**src/rtl/vc_mem_copy_engine_pkg.sv**
```systemverilog
// Shared memory-message definitions and copy-engine state encoding.
// Message layouts (MSB first):
//   request : {type, opaque, addr, len, data}
//   response: {type, opaque, len, data}
package vc_mem_copy_engine_pkg;

    localparam int MEM_TYPE_NBITS = 3;

    typedef enum logic [MEM_TYPE_NBITS-1:0] {
        MEM_READ       = 3'd0,
        MEM_WRITE      = 3'd1,
        MEM_WRITE_INIT = 3'd2,
        MEM_AMO_ADD    = 3'd3,
        MEM_AMO_AND    = 3'd4,
        MEM_AMO_OR     = 3'd5
    } mem_type_e;

    // The len field encodes byte count within a word; zero means full word
    function automatic int mem_len_nbits(input int data_nbits);
        return $clog2(data_nbits / 8);
    endfunction

    function automatic int mem_req_nbits(input int opaque_nbits, input int addr_nbits,
                                         input int data_nbits);
        return MEM_TYPE_NBITS + opaque_nbits + addr_nbits + mem_len_nbits(data_nbits) + data_nbits;
    endfunction

    function automatic int mem_resp_nbits(input int opaque_nbits, input int data_nbits);
        return MEM_TYPE_NBITS + opaque_nbits + mem_len_nbits(data_nbits) + data_nbits;
    endfunction

    typedef enum logic [2:0] {
        ST_IDLE    = 3'd0,
        ST_RD_REQ  = 3'd1,
        ST_RD_WAIT = 3'd2,
        ST_WR_REQ  = 3'd3,
        ST_WR_WAIT = 3'd4,
        ST_DONE    = 3'd5
    } state_e;

endpackage

```
**src/rtl/vc_mem_copy_engine_dpath.sv**
```systemverilog
// Copy-engine datapath: latched command, word index and tag counters,
// read-data buffer, response mismatch flag and address generation.
// Optional read-data checksum enabled by VC_MEM_COPY_CHECKSUM_EN.
module vc_mem_copy_engine_dpath
    import vc_mem_copy_engine_pkg::*;
#(
    parameter int p_opaque_nbits = 8,
    parameter int p_addr_nbits   = 16,
    parameter int p_data_nbits   = 32,
    parameter int p_count_nbits  = 16
)(
    input  logic                      clk,
    input  logic                      reset,
    input  logic                      load,
    input  logic [p_addr_nbits-1:0]   go_src_addr,
    input  logic [p_addr_nbits-1:0]   go_dst_addr,
    input  logic [p_count_nbits-1:0]  go_nwords,
    input  logic                      rd_fire,
    input  logic                      wr_fire,
    input  logic [MEM_TYPE_NBITS-1:0] resp_type,
    input  logic [p_opaque_nbits-1:0] resp_opaque,
    input  logic [p_data_nbits-1:0]   resp_data,
    output logic [p_addr_nbits-1:0]   rd_addr,
    output logic [p_addr_nbits-1:0]   wr_addr,
    output logic [p_opaque_nbits-1:0] rd_tag,
    output logic [p_opaque_nbits-1:0] wr_tag,
    output logic [p_data_nbits-1:0]   buffer,
    output logic                      last_word,
`ifdef VC_MEM_COPY_CHECKSUM_EN
    output logic [p_data_nbits-1:0]   checksum,
`endif
    output logic                      err
);

    localparam int BYTE_SHIFT = $clog2(p_data_nbits / 8);

    logic [p_addr_nbits-1:0]   src_base;
    logic [p_addr_nbits-1:0]   dst_base;
    logic [p_count_nbits-1:0]  nwords;
    logic [p_count_nbits-1:0]  idx;
    logic [p_opaque_nbits-1:0] tag;

    // Word offsets are scaled to bytes; the add wraps silently at the address width
    assign rd_addr   = src_base + (p_addr_nbits'(idx) << BYTE_SHIFT);
    assign wr_addr   = dst_base + (p_addr_nbits'(idx) << BYTE_SHIFT);
    assign rd_tag    = tag;
    assign wr_tag    = tag + p_opaque_nbits'(1);
    assign last_word = (idx + p_count_nbits'(1)) == nwords;

    // Capture the copy command when it is accepted
    always_ff @(posedge clk or posedge reset) begin
        if (reset) begin
            src_base <= '0;
            dst_base <= '0;
            nwords   <= '0;
        end else if (load) begin
            src_base <= go_src_addr;
            dst_base <= go_dst_addr;
            nwords   <= go_nwords;
        end
    end

    // Advance word index and tag pair once each write completes
    always_ff @(posedge clk or posedge reset) begin
        if (reset) begin
            idx <= '0;
            tag <= '0;
        end else if (load) begin
            idx <= '0;
            tag <= '0;
        end else if (wr_fire) begin
            idx <= idx + p_count_nbits'(1);
            tag <= tag + p_opaque_nbits'(2);
        end
    end

    // Hold the most recent read data for the following write
    always_ff @(posedge clk or posedge reset) begin
        if (reset) begin
            buffer <= '0;
        end else if (rd_fire) begin
            buffer <= resp_data;
        end
    end

    // Sticky mismatch flag: wrong type or opaque on any response, cleared by a new command
    always_ff @(posedge clk or posedge reset) begin
        if (reset) begin
            err <= 1'b0;
        end else if (load) begin
            err <= 1'b0;
        end else if (rd_fire && (resp_type != MEM_READ || resp_opaque != tag)) begin
            err <= 1'b1;
        end else if (wr_fire && (resp_type != MEM_WRITE || resp_opaque != wr_tag)) begin
            err <= 1'b1;
        end
    end

`ifdef VC_MEM_COPY_CHECKSUM_EN
    // Running modular sum of every word read during the current copy
    always_ff @(posedge clk or posedge reset) begin
        if (reset) begin
            checksum <= '0;
        end else if (load) begin
            checksum <= '0;
        end else if (rd_fire) begin
            checksum <= checksum + resp_data;
        end
    end
`endif

endmodule

```
**src/rtl/vc_mem_copy_engine.sv**
```systemverilog
// Memory copy engine: accepts a copy command, then alternates one READ and
// one WRITE request per word with a single request outstanding.
// Optional done_checksum port enabled by VC_MEM_COPY_CHECKSUM_EN.
module vc_mem_copy_engine
    import vc_mem_copy_engine_pkg::*;
#(
    parameter  int p_opaque_nbits = 8,
    parameter  int p_addr_nbits   = 16,
    parameter  int p_data_nbits   = 32,
    parameter  int p_count_nbits  = 16,
    localparam int REQ_NBITS      = mem_req_nbits(p_opaque_nbits, p_addr_nbits, p_data_nbits),
    localparam int RESP_NBITS     = mem_resp_nbits(p_opaque_nbits, p_data_nbits)
)(
    input  logic                     clk,
    input  logic                     reset,
    input  logic                     go_val,
    output logic                     go_rdy,
    input  logic [p_addr_nbits-1:0]  go_src_addr,
    input  logic [p_addr_nbits-1:0]  go_dst_addr,
    input  logic [p_count_nbits-1:0] go_nwords,
    output logic                     done_val,
    input  logic                     done_rdy,
    output logic                     done_err,
`ifdef VC_MEM_COPY_CHECKSUM_EN
    output logic [p_data_nbits-1:0]  done_checksum,
`endif
    output logic                     memreq_val,
    input  logic                     memreq_rdy,
    output logic [REQ_NBITS-1:0]     memreq_msg,
    input  logic                     memresp_val,
    output logic                     memresp_rdy,
    input  logic [RESP_NBITS-1:0]    memresp_msg
);

    localparam int LEN_NBITS = mem_len_nbits(p_data_nbits);

    state_e state;
    state_e state_next;

    logic                      load;
    logic                      rd_fire;
    logic                      wr_fire;
    logic [p_addr_nbits-1:0]   rd_addr;
    logic [p_addr_nbits-1:0]   wr_addr;
    logic [p_opaque_nbits-1:0] rd_tag;
    logic [p_opaque_nbits-1:0] wr_tag;
    logic [p_data_nbits-1:0]   buffer;
    logic                      last_word;
    logic                      err;

    logic [MEM_TYPE_NBITS-1:0] resp_type;
    logic [p_opaque_nbits-1:0] resp_opaque;
    logic [p_data_nbits-1:0]   resp_data;
    logic                      resp_len_unused;

    mem_type_e                 req_type;
    logic [p_opaque_nbits-1:0] req_opaque;
    logic [p_addr_nbits-1:0]   req_addr;
    logic [p_data_nbits-1:0]   req_data;

    assign resp_type       = memresp_msg[RESP_NBITS-1 -: MEM_TYPE_NBITS];
    assign resp_opaque     = memresp_msg[RESP_NBITS-MEM_TYPE_NBITS-1 -: p_opaque_nbits];
    assign resp_data       = memresp_msg[p_data_nbits-1:0];
    assign resp_len_unused = ^memresp_msg[p_data_nbits +: LEN_NBITS];

    assign memreq_msg = {req_type, req_opaque, req_addr, {LEN_NBITS{1'b0}}, req_data};

    assign load     = go_val && (state == ST_IDLE);
    assign rd_fire  = memresp_val && (state == ST_RD_WAIT);
    assign wr_fire  = memresp_val && (state == ST_WR_WAIT);
    assign done_err = done_val && err;

    vc_mem_copy_engine_dpath #(
        .p_opaque_nbits (p_opaque_nbits),
        .p_addr_nbits   (p_addr_nbits),
        .p_data_nbits   (p_data_nbits),
        .p_count_nbits  (p_count_nbits)
    ) dpath (
        .clk         (clk),
        .reset       (reset),
        .load        (load),
        .go_src_addr (go_src_addr),
        .go_dst_addr (go_dst_addr),
        .go_nwords   (go_nwords),
        .rd_fire     (rd_fire),
        .wr_fire     (wr_fire),
        .resp_type   (resp_type),
        .resp_opaque (resp_opaque),
        .resp_data   (resp_data),
        .rd_addr     (rd_addr),
        .wr_addr     (wr_addr),
        .rd_tag      (rd_tag),
        .wr_tag      (wr_tag),
        .buffer      (buffer),
        .last_word   (last_word),
`ifdef VC_MEM_COPY_CHECKSUM_EN
        .checksum    (done_checksum),
`endif
        .err         (err)
    );

    // State register; reset aborts any copy in progress immediately
    always_ff @(posedge clk or posedge reset) begin
        if (reset) begin
            state <= ST_IDLE;
        end else begin
            state <= state_next;
        end
    end

    // Next-state and handshake outputs; request fields depend only on state so they hold during stalls
    always_comb begin
        state_next  = state;
        go_rdy      = 1'b0;
        done_val    = 1'b0;
        memreq_val  = 1'b0;
        memresp_rdy = 1'b0;
        req_type    = MEM_READ;
        req_opaque  = rd_tag;
        req_addr    = rd_addr;
        req_data    = '0;
        case (state)
            ST_IDLE: begin
                go_rdy = 1'b1;
                if (go_val) begin
                    state_next = (go_nwords == '0) ? ST_DONE : ST_RD_REQ;
                end
            end
            ST_RD_REQ: begin
                memreq_val = 1'b1;
                if (memreq_rdy) begin
                    state_next = ST_RD_WAIT;
                end
            end
            ST_RD_WAIT: begin
                memresp_rdy = 1'b1;
                if (memresp_val) begin
                    state_next = ST_WR_REQ;
                end
            end
            ST_WR_REQ: begin
                memreq_val = 1'b1;
                req_type   = MEM_WRITE;
                req_opaque = wr_tag;
                req_addr   = wr_addr;
                req_data   = buffer;
                if (memreq_rdy) begin
                    state_next = ST_WR_WAIT;
                end
            end
            ST_WR_WAIT: begin
                memresp_rdy = 1'b1;
                if (memresp_val) begin
                    state_next = last_word ? ST_DONE : ST_RD_REQ;
                end
            end
            ST_DONE: begin
                done_val = 1'b1;
                if (done_rdy) begin
                    state_next = ST_IDLE;
                end
            end
            default: begin
                state_next = ST_IDLE;
            end
        endcase
    end

endmodule
```
**config.mk**
```make
export PLATFORM = sky130hd
export DESIGN_NAME = vc_mem_copy_engine
export DESIGN_NICKNAME = d
export VERILOG_FILES = /design/src/rtl/vc_mem_copy_engine_pkg.sv /design/src/rtl/vc_mem_copy_engine_dpath.sv /design/src/rtl/vc_mem_copy_engine.sv
export SDC_FILE = /design/constraint.sdc
export NUM_CORES = 1
export LEC_CHECK = 0
export ABC_AREA = 1
export BUFFER_PORTS_ARGS = -buffer_cell sky130_fd_sc_hd__buf_4
export CELL_PAD_IN_SITES_DETAIL_PLACEMENT = 1
export CELL_PAD_IN_SITES_GLOBAL_PLACEMENT = 2
export CORE_MARGIN = 4
export CORE_UTILIZATION = 30
export CTS_BUF_LIST = sky130_fd_sc_hd__clkbuf_2 sky130_fd_sc_hd__clkbuf_4 sky130_fd_sc_hd__clkbuf_8
export DETAILED_ROUTE_END_ITERATION = 12
export GPL_ROUTABILITY_DRIVEN = 0
export GPL_TIMING_DRIVEN = 0
export HOLD_SLACK_MARGIN = 0.03
export PLACE_DENSITY_LB_ADDON = 0.1
export SLEW_MARGIN = 0
export SYNTH_ARGS = -nofsm -noshare
export SYNTH_HDL_FRONTEND = slang
export SYNTH_SLANG_ARGS = --single-unit
```
**constraint.sdc**
```tcl
create_clock -name clk -period 3.75 [get_ports clk]
set_input_delay 0.375 -clock clk [delete_from_list [all_inputs] [get_ports clk]]
set_output_delay 0.375 -clock clk [all_outputs]
set_load 0.05 [all_outputs]
```
==> results.json, run 1 <==
{
  "wl_per_cell_um": 15.30,
  "clock_path_buffers": 2,
  "clock.fmax_mhz": 284.2,
  "grt_max_degree": 83,
  "async_flop_share_pct": 100.0,
  "die_area_um2": 22290,
  "drive_above_1_share_pct": 23.97,
  "ant_nets": 0,
  "place_ws_ns": -0.4256,
  "dr.pass1.iters": 4,
  "cp-end-kind": "output port",
  "totalWireLength_mm": 19.31,
  "cp.required_ns": 3.38,
  "cp_cell_sequence": "inv_1 -> nor2_4 -> nand2_4 -> buf_8 -> nand2_1 -> nand2_1 -> ha_1 -> inv_1 -> fa_2 -> o21ai_2 -> nand2_1 -> nand2_1 -> a21oi_1 -> o21ai_2 -> buf_4 -> xor2_2 -> buf_6",
  "yosysTopAreaCell": "dfrtp_1",
  "drc_errors": 0,
  "die_y_um": 149.3,
  "seqCellArea_um2": 2679,
  "synth_common_cells": "nand2_1 (285), dfrtp_1 (107), inv_1 (97), o21ai_0 (66), nor2_1 (60)",
  "synthDominantCellAreaShare_pct": 44.70,
  "path_class": "register to output port",
  "syn_inst": 812,
  "synthTopCellsByArea": "dfrtp_1 (45%), nand2_1 (18%), inv_1 (6.1%)",
  "track_usage_pct": 17.63,
  "clk_latency_ns": 0.40,
  "diodes": 0,
  "setup-tns-final_ns": 0,
  "critPathMaxStageDelay_ns": 0.41,
  "hpwl_mm": 14.81,
  "p_leak_nw": 4.129,
  "synthDistinctLibCells": 39,
  "ys_ff_latch": 107,
  "layout.nets": 1107,
  "skew_ns": 0.01329,
  "die_w_um": 149.3,
  "vdd_drop_max_mv": 0.2673,
  "rows": 51,
  "clk_pin_slew_ns": 0.12,
  "vias_per_cell": 4.473,
  "synth_ff_type": "dfrtp_1",
  "antenna_found_initial": 0,
  "io-pin-count": 165,
  "fillers": 2498,
  "status": "complete, no violations",
  "area_growth_syn_to_layout_pct": 32.07,
  "r2r_cells": 7,
  "cap_violations": 0,
  "overflow": 0,
  "multiInputGateArea_um2": 2810,
  "worst_pin_slew_ns": 0.6431,
  "cts_tree": "built",
  "avgSynthCellArea_um2": 7.376,
  "setup_ws_ns": 0.2313,
  "clock-sinks": 107,
  "syn-cell-area_um2": 5989,
  "setup_violations": 0,
  "power.density_nw_per_um2": 710.7,
  "min_path_cells": 3,
  "initial_utilization_pct": 30.67,
  "worst-path-stages": 17,
  "grt_pass1_vias": 5918,
  "grt_setup_unrepaired": "no",
  "yosysWarnings": 0,
  "hold_violations": 0,
  "cts_root_buf": "clkbuf_8",
  "slew_headroom_pct": 57.12,
  "vias": 5645,
  "arrival_ns": 3.14,
  "fp.coreArea_um2": 19530,
  "cp.buffers_inverters": 5,
  "post-synth-top-count-cell": "nand2_1",
  "grt_first_pass_wirelength_mm": 30.91,
  "crit_top_cell": "nand2_1",
  "hold_path_class": "input pin to register",
  "crit_path_max_fanout": 10,
  "critPathLaunchType": "register",
  "drv_slew": 0,
  "period_share_pct": 93.83,
  "yosysSeqAreaShare_pct": 44.70,
  "drt_iter0_drc": 186,
  "synth-edff-count": 0,
  "htreeDepth": 3,
  "cp_top_family": "buffers and inverters",
  "period_minus_slack_ns": 3.519,
  "cts_buffers": 9,
  "cp_slowest_cell": "dfrtp_1",
  "port_buffers": 158
}
==> registers in the layout (all words and copies together), names as in the netlist <==
signal and count:
state 3, dpath.rd_tag 7, dpath.err 1, dpath.buffer 32, dpath.nwords 16, dpath.src_base 16, dpath.idx 16, dpath.dst_base 16
==> what timing repair did <==
item                                    CTS  global route
endpoints found under the hold margin    25             0
pin swaps                                 1             3
gates cloned                              0             0
endpoints found under the setup margin   10             4
hold buffers                              1             0
gates resized for setup                  14            11
setup buffers                             1             6
==> layout make-up <==
type	count	share of cell area (%)
plain buffers	36	2.436
clock buffers	9	1.566
clock inverters	7	1.139
inverters	103	5.046
multi-input cells	568	35.53
flip-flops and latches	107	33.87
well taps	265	4.192
repair buffers	167	16.23
==> path summary, 6_finish.rpt <==
path / startpoint / endpoint / slack [ns]
worst max-delay path: state[1] / memreq_msg[44] / 0.23
worst min-delay path: memresp_msg[17] / dpath.buffer[17] / 0.17
worst max register to register: state[1] / dpath.idx[12] / 1.50
worst min register to register: dpath.src_base[15] / dpath.src_base[15] / 0.49
max in group asynchronous: reset / state[2] / 2.52
min in group asynchronous: reset / dpath.buffer[2] / 0.49
==> layout by cell type (no fill, tap or decap), types with 2 or more instances in the layout <==
master | netlist | layout
nor2_1 | 60 | 59
a21oi_1 | 20 | 19
nor3_1 | 5 | 5
o21ai_0 | 66 | 65
buf_2 | 10 | 10
nand3_1 | 28 | 28
clkbuf_1 | 19 | 17
nor4_1 | 2 | 2
dfrtp_1 | 107 | 106
inv_1 | 97 | 95
inv_2 | 5 | 5
inv_6 | 0 | 3
clkbuf_8 | 0 | 9
nor3_2 | 3 | 3
nor2_2 | 3 | 3
nor2_4 | 3 | 4
xor2_1 | 13 | 12
o22ai_1 | 12 | 12
xnor2_1 | 11 | 10
nand2_1 | 285 | 284
buf_6 | 0 | 3
or2_2 | 5 | 5
nand2_2 | 6 | 6
buf_4 | 7 | 170
nand4_1 | 8 | 8
and2_1 | 2 | 2
inv_8 | 0 | 4
conb_1 | 1 | 4
o21ai_2 | 1 | 2
ha_1 | 15 | 15
o21ai_1 | 6 | 6
==> where the power goes <==
part	switching, mW	internal [mW]	leakage [nW]	total, mW
clock network	0.466	0.330	0.110	0.796
registers	0.227	1.60	1.36	1.82
logic	2.05	0.951	2.66	3.00
total	2.75	2.88	4.13	5.62
==> tightest hold or removal path: stages <==
cell	delay [ns]
buf_4	0.08
nand2_1	0.04
o21ai_0	0.05
==> cell families (layout without fill, tap and decap cells) <==
logic type	Yosys count	after routing	share of synthesized area, %
flip-flops	107	107	44.70
AO/OA/AOI/OAI	111	111	10.01
other	1	4	0.06261
buffers and inverters	140	322	9.421
multiplexers	1	1	0.1671
AND/OR/NAND/NOR	411	411	28.29
adder cells (fa/ha/maj)	16	16	3.468
XOR/XNOR	25	25	3.885
==> metal layers <==
layer	global-route usage (%)	part of all wire, %
met2	28.42	47
met4	3.295	0.82
met5	0	0
met1	23.54	46
met3	5.621	6.7
==> through the flow <==
step                      utilization [%]  hold WS [ns]  std cells  power (mW)  instance area [um2]
after floorplan                         -        0.4481        815       3.856                 6017
after global placement              38.59        0.4630       1238       4.777                 7535
after detailed placement            38.75        0.3577       1239       4.819                 7567
after CTS                           40.10        0.1482       1256       5.665                 7830
after global routing                40.51        0.1528       1262       6.087                 7910
final                               40.51        0.1746       1262       5.622                 7910
Power figures use the tool's default switching activity.
==> run 2: changes to the inputs <==
--- a/config.mk
+++ b/config.mk
@@ -6,11 +6,11 @@
 export NUM_CORES = 1
 export LEC_CHECK = 0
 export ABC_AREA = 1
-export BUFFER_PORTS_ARGS = -buffer_cell sky130_fd_sc_hd__buf_4
+export BUFFER_PORTS_ARGS = -buffer_cell sky130_fd_sc_hd__buf_2
 export CELL_PAD_IN_SITES_DETAIL_PLACEMENT = 1
 export CELL_PAD_IN_SITES_GLOBAL_PLACEMENT = 2
 export CORE_MARGIN = 4
-export CORE_UTILIZATION = 30
+export CORE_UTILIZATION = 32
 export CTS_BUF_LIST = sky130_fd_sc_hd__clkbuf_2 sky130_fd_sc_hd__clkbuf_4 sky130_fd_sc_hd__clkbuf_8
 export DETAILED_ROUTE_END_ITERATION = 12
 export GPL_ROUTABILITY_DRIVEN = 0
==> constraint.sdc (replaced) <==
create_clock -name clk -period 4.05 [get_ports clk]
set_input_delay 0.405 -clock clk [delete_from_list [all_inputs] [get_ports clk]]
set_output_delay 0.405 -clock clk [all_outputs]
set_load 0.05 [all_outputs]
==> results.json, run 2 (synthesis results as in run 1) <==
{
  "status": "complete, no violations",
  "max_flop_register": "dpath.buffer",
  "critPathMaxStageDelay_ns": 0.43,
  "antenna_found_initial": 0,
  "hold_path_class": "input pin to async pin",
  "drc_errors": 0,
  "postPlaceCellArea_um2": 7126,
  "overflow": 0,
  "drt_iter0_drc": 152,
  "holdWs_ns": 0.03910,
  "clk_latency_ns": 0.40,
  "io-pin-count": 165,
  "cp.buffers_inverters": 4,
  "hold_violations": 0,
  "critPathLaunchType": "register",
  "slew_headroom_pct": 51.90,
  "grt_pass1_vias": 5899,
  "track_usage_pct": 18.55,
  "wl_per_cell_um": 15.54,
  "layout_commonest_cell": "nand2_1",
  "fp.coreArea_um2": 18210,
  "setup_violations": 0,
  "vdd_drop_max_mv": 0.2792,
  "die_area_um2": 20970,
  "rows": 49,
  "vias": 5588,
  "grt_first_pass_wirelength_mm": 30.46,
  "power.density_nw_per_um2": 676.7,
  "initial_utilization_pct": 32.89,
  "period_minus_slack_ns": 3.733,
  "utilization_pct": 40.49,
  "port_buffers": 158,
  "skew_ns": 0.01460,
  "cts_root_buf": "clkbuf_8",
  "cap_violations": 0,
  "cp-end-kind": "output port",
  "cp_cell_sequence": "inv_1 -> nor2_2 -> nand2_4 -> buf_6 -> nand2_1 -> nand2_1 -> ha_1 -> inv_1 -> fa_1 -> o21ai_2 -> nand2_1 -> nand2_1 -> a21oi_1 -> o21ai_2 -> a21oi_1 -> xnor2_2 -> clkbuf_4",
  "die_y_um": 144.8,
  "crit_top_cell": "nand2_1",
  "cts_hold_buffers": 0,
  "clock-sinks": 107,
  "path_class": "register to output port",
  "vias_per_cell": 4.584,
  "largest_reg_flops": 32,
  "area_growth_syn_to_layout_pct": 23.10,
  "totalWireLength_mm": 18.94,
  "place_ws_ns": -0.3439,
  "grt_setup_unrepaired": "no",
  "hpwl_mm": 14.79,
  "final_cell_area_um2": 7373,
  "clock.fmax_mhz": 267.9,
  "crit_path_max_fanout": 10,
  "met2WireLength_mm": 8.770,
  "setup_ws_ns": 0.3174,
  "layout_common_cells": "nand2_1 (284), buf_2 (166), dfrtp_1 (107), inv_1 (95), o21ai_0 (65)",
  "drive_above_1_share_pct": 23.23,
  "routed.top_layer": "met4",
  "grt_max_degree": 56,
  "layout.nets": 1101,
  "setup-tns-final_ns": 0,
  "ant_nets": 0,
  "die_w_um": 144.8,
  "htreeDepth": 3,
  "worst_pin_slew_ns": 0.7150,
  "clk_pin_slew_ns": 0.12,
  "period_share_pct": 92.16,
  "diodes": 0,
  "cp_slowest_cell": "dfrtp_1",
  "cts_buffers": 9,
  "cp_top_family": "compound AO/OA/AOI/OAI gates",
  "arrival_ns": 3.33,
  "wl_met1_mm": 8.861,
  "fillers": 2361,
  "cts_tree": "built",
  "met3WireLength_mm": 1.195,
  "dr.pass1.iters": 4,
  "clock_path_buffers": 2,
  "p_leak_nw": 3.984,
  "drv_slew": 0,
  "cp.required_ns": 3.64
}
==> run 2: cell types whose count changed in the layout (fill, tap and decap cells not counted), sizes merged <==
cell	previous run	this run
buf	185	178
dlygate4sd3	1	0
inv	107	104
clkinvlp	0	2
clkbuf	26	28
==> run 2: power breakdown <==
| group | internal (mW) | switching, mW | leakage, nW |
|---|---|---|---|
| Sequential | 1.48 | 0.211 | 1.36 |
| Clock | 0.291 | 0.417 | 0.0980 |
| Combinational | 0.719 | 1.87 | 2.53 |
==> run 2: layer usage <==
layer	vias to the layer above	track usage (%)
met5	-	0
met4	0	2.798
li1	2863	-
met1	2608	25.54
met2	110	29.39
met3	7	5.849
==> run 2: path summary, 6_finish.rpt <==
path / startpoint / end / slack (ns) / cells past startpoint
max: state[1] / memreq_msg[46] / 0.32 / 17
min: reset / dpath.buffer[10] / 0.04 / 2
max reg2reg: state[0] / dpath.idx[5] / 1.71 / 7
max in group asynchronous: reset / dpath.idx[8] / 3.34 / 3
min in group clk: go_src_addr[5] / dpath.src_base[5] / 0.19 / 3
min reg2reg: dpath.src_base[6] / dpath.src_base[6] / 0.49 / 2
==> run 2: worst reg2reg max path, delay by kind of cell (launching register included) <==
kind / cells / cell delay, ns
AO/OA/AOI/OAI: 1 / 0.12
buffers and inverters: 2 / 0.45
flip-flops: 1 / 0.44
AND/OR/NAND/NOR: 4 / 1.17
==> run 2: repair_timing <==
item | in CTS | in global routing
gates resized for setup | 8 | 9
setup buffers | 2 | 0
endpoints found under the setup margin | 10 | 4
hold endpoints to repair | 0 | 0
==> run 2: final cells by class <==
class | count | area [um2] | share of cell area [%]
clock buffer | 9 | 123.9 | 1.680
inverter | 103 | 395.4 | 5.362
sequential | 107 | 2678 | 36.31
multi-input combinational | 568 | 2791 | 37.86
timing repair buffer | 161 | 838.3 | 11.37
clock inverter | 6 | 71.32 | 0.9672
buffer | 36 | 188.9 | 2.562
tap | 229 | 286.5 | 3.886
==> run 2: through the flow <==
step                instances  power (mW)
floorplan                 815       3.570
global placement         1202       4.256
detailed placement       1203       4.306
CTS                      1219       5.044
global route             1219       5.419
finish                   1219       4.990
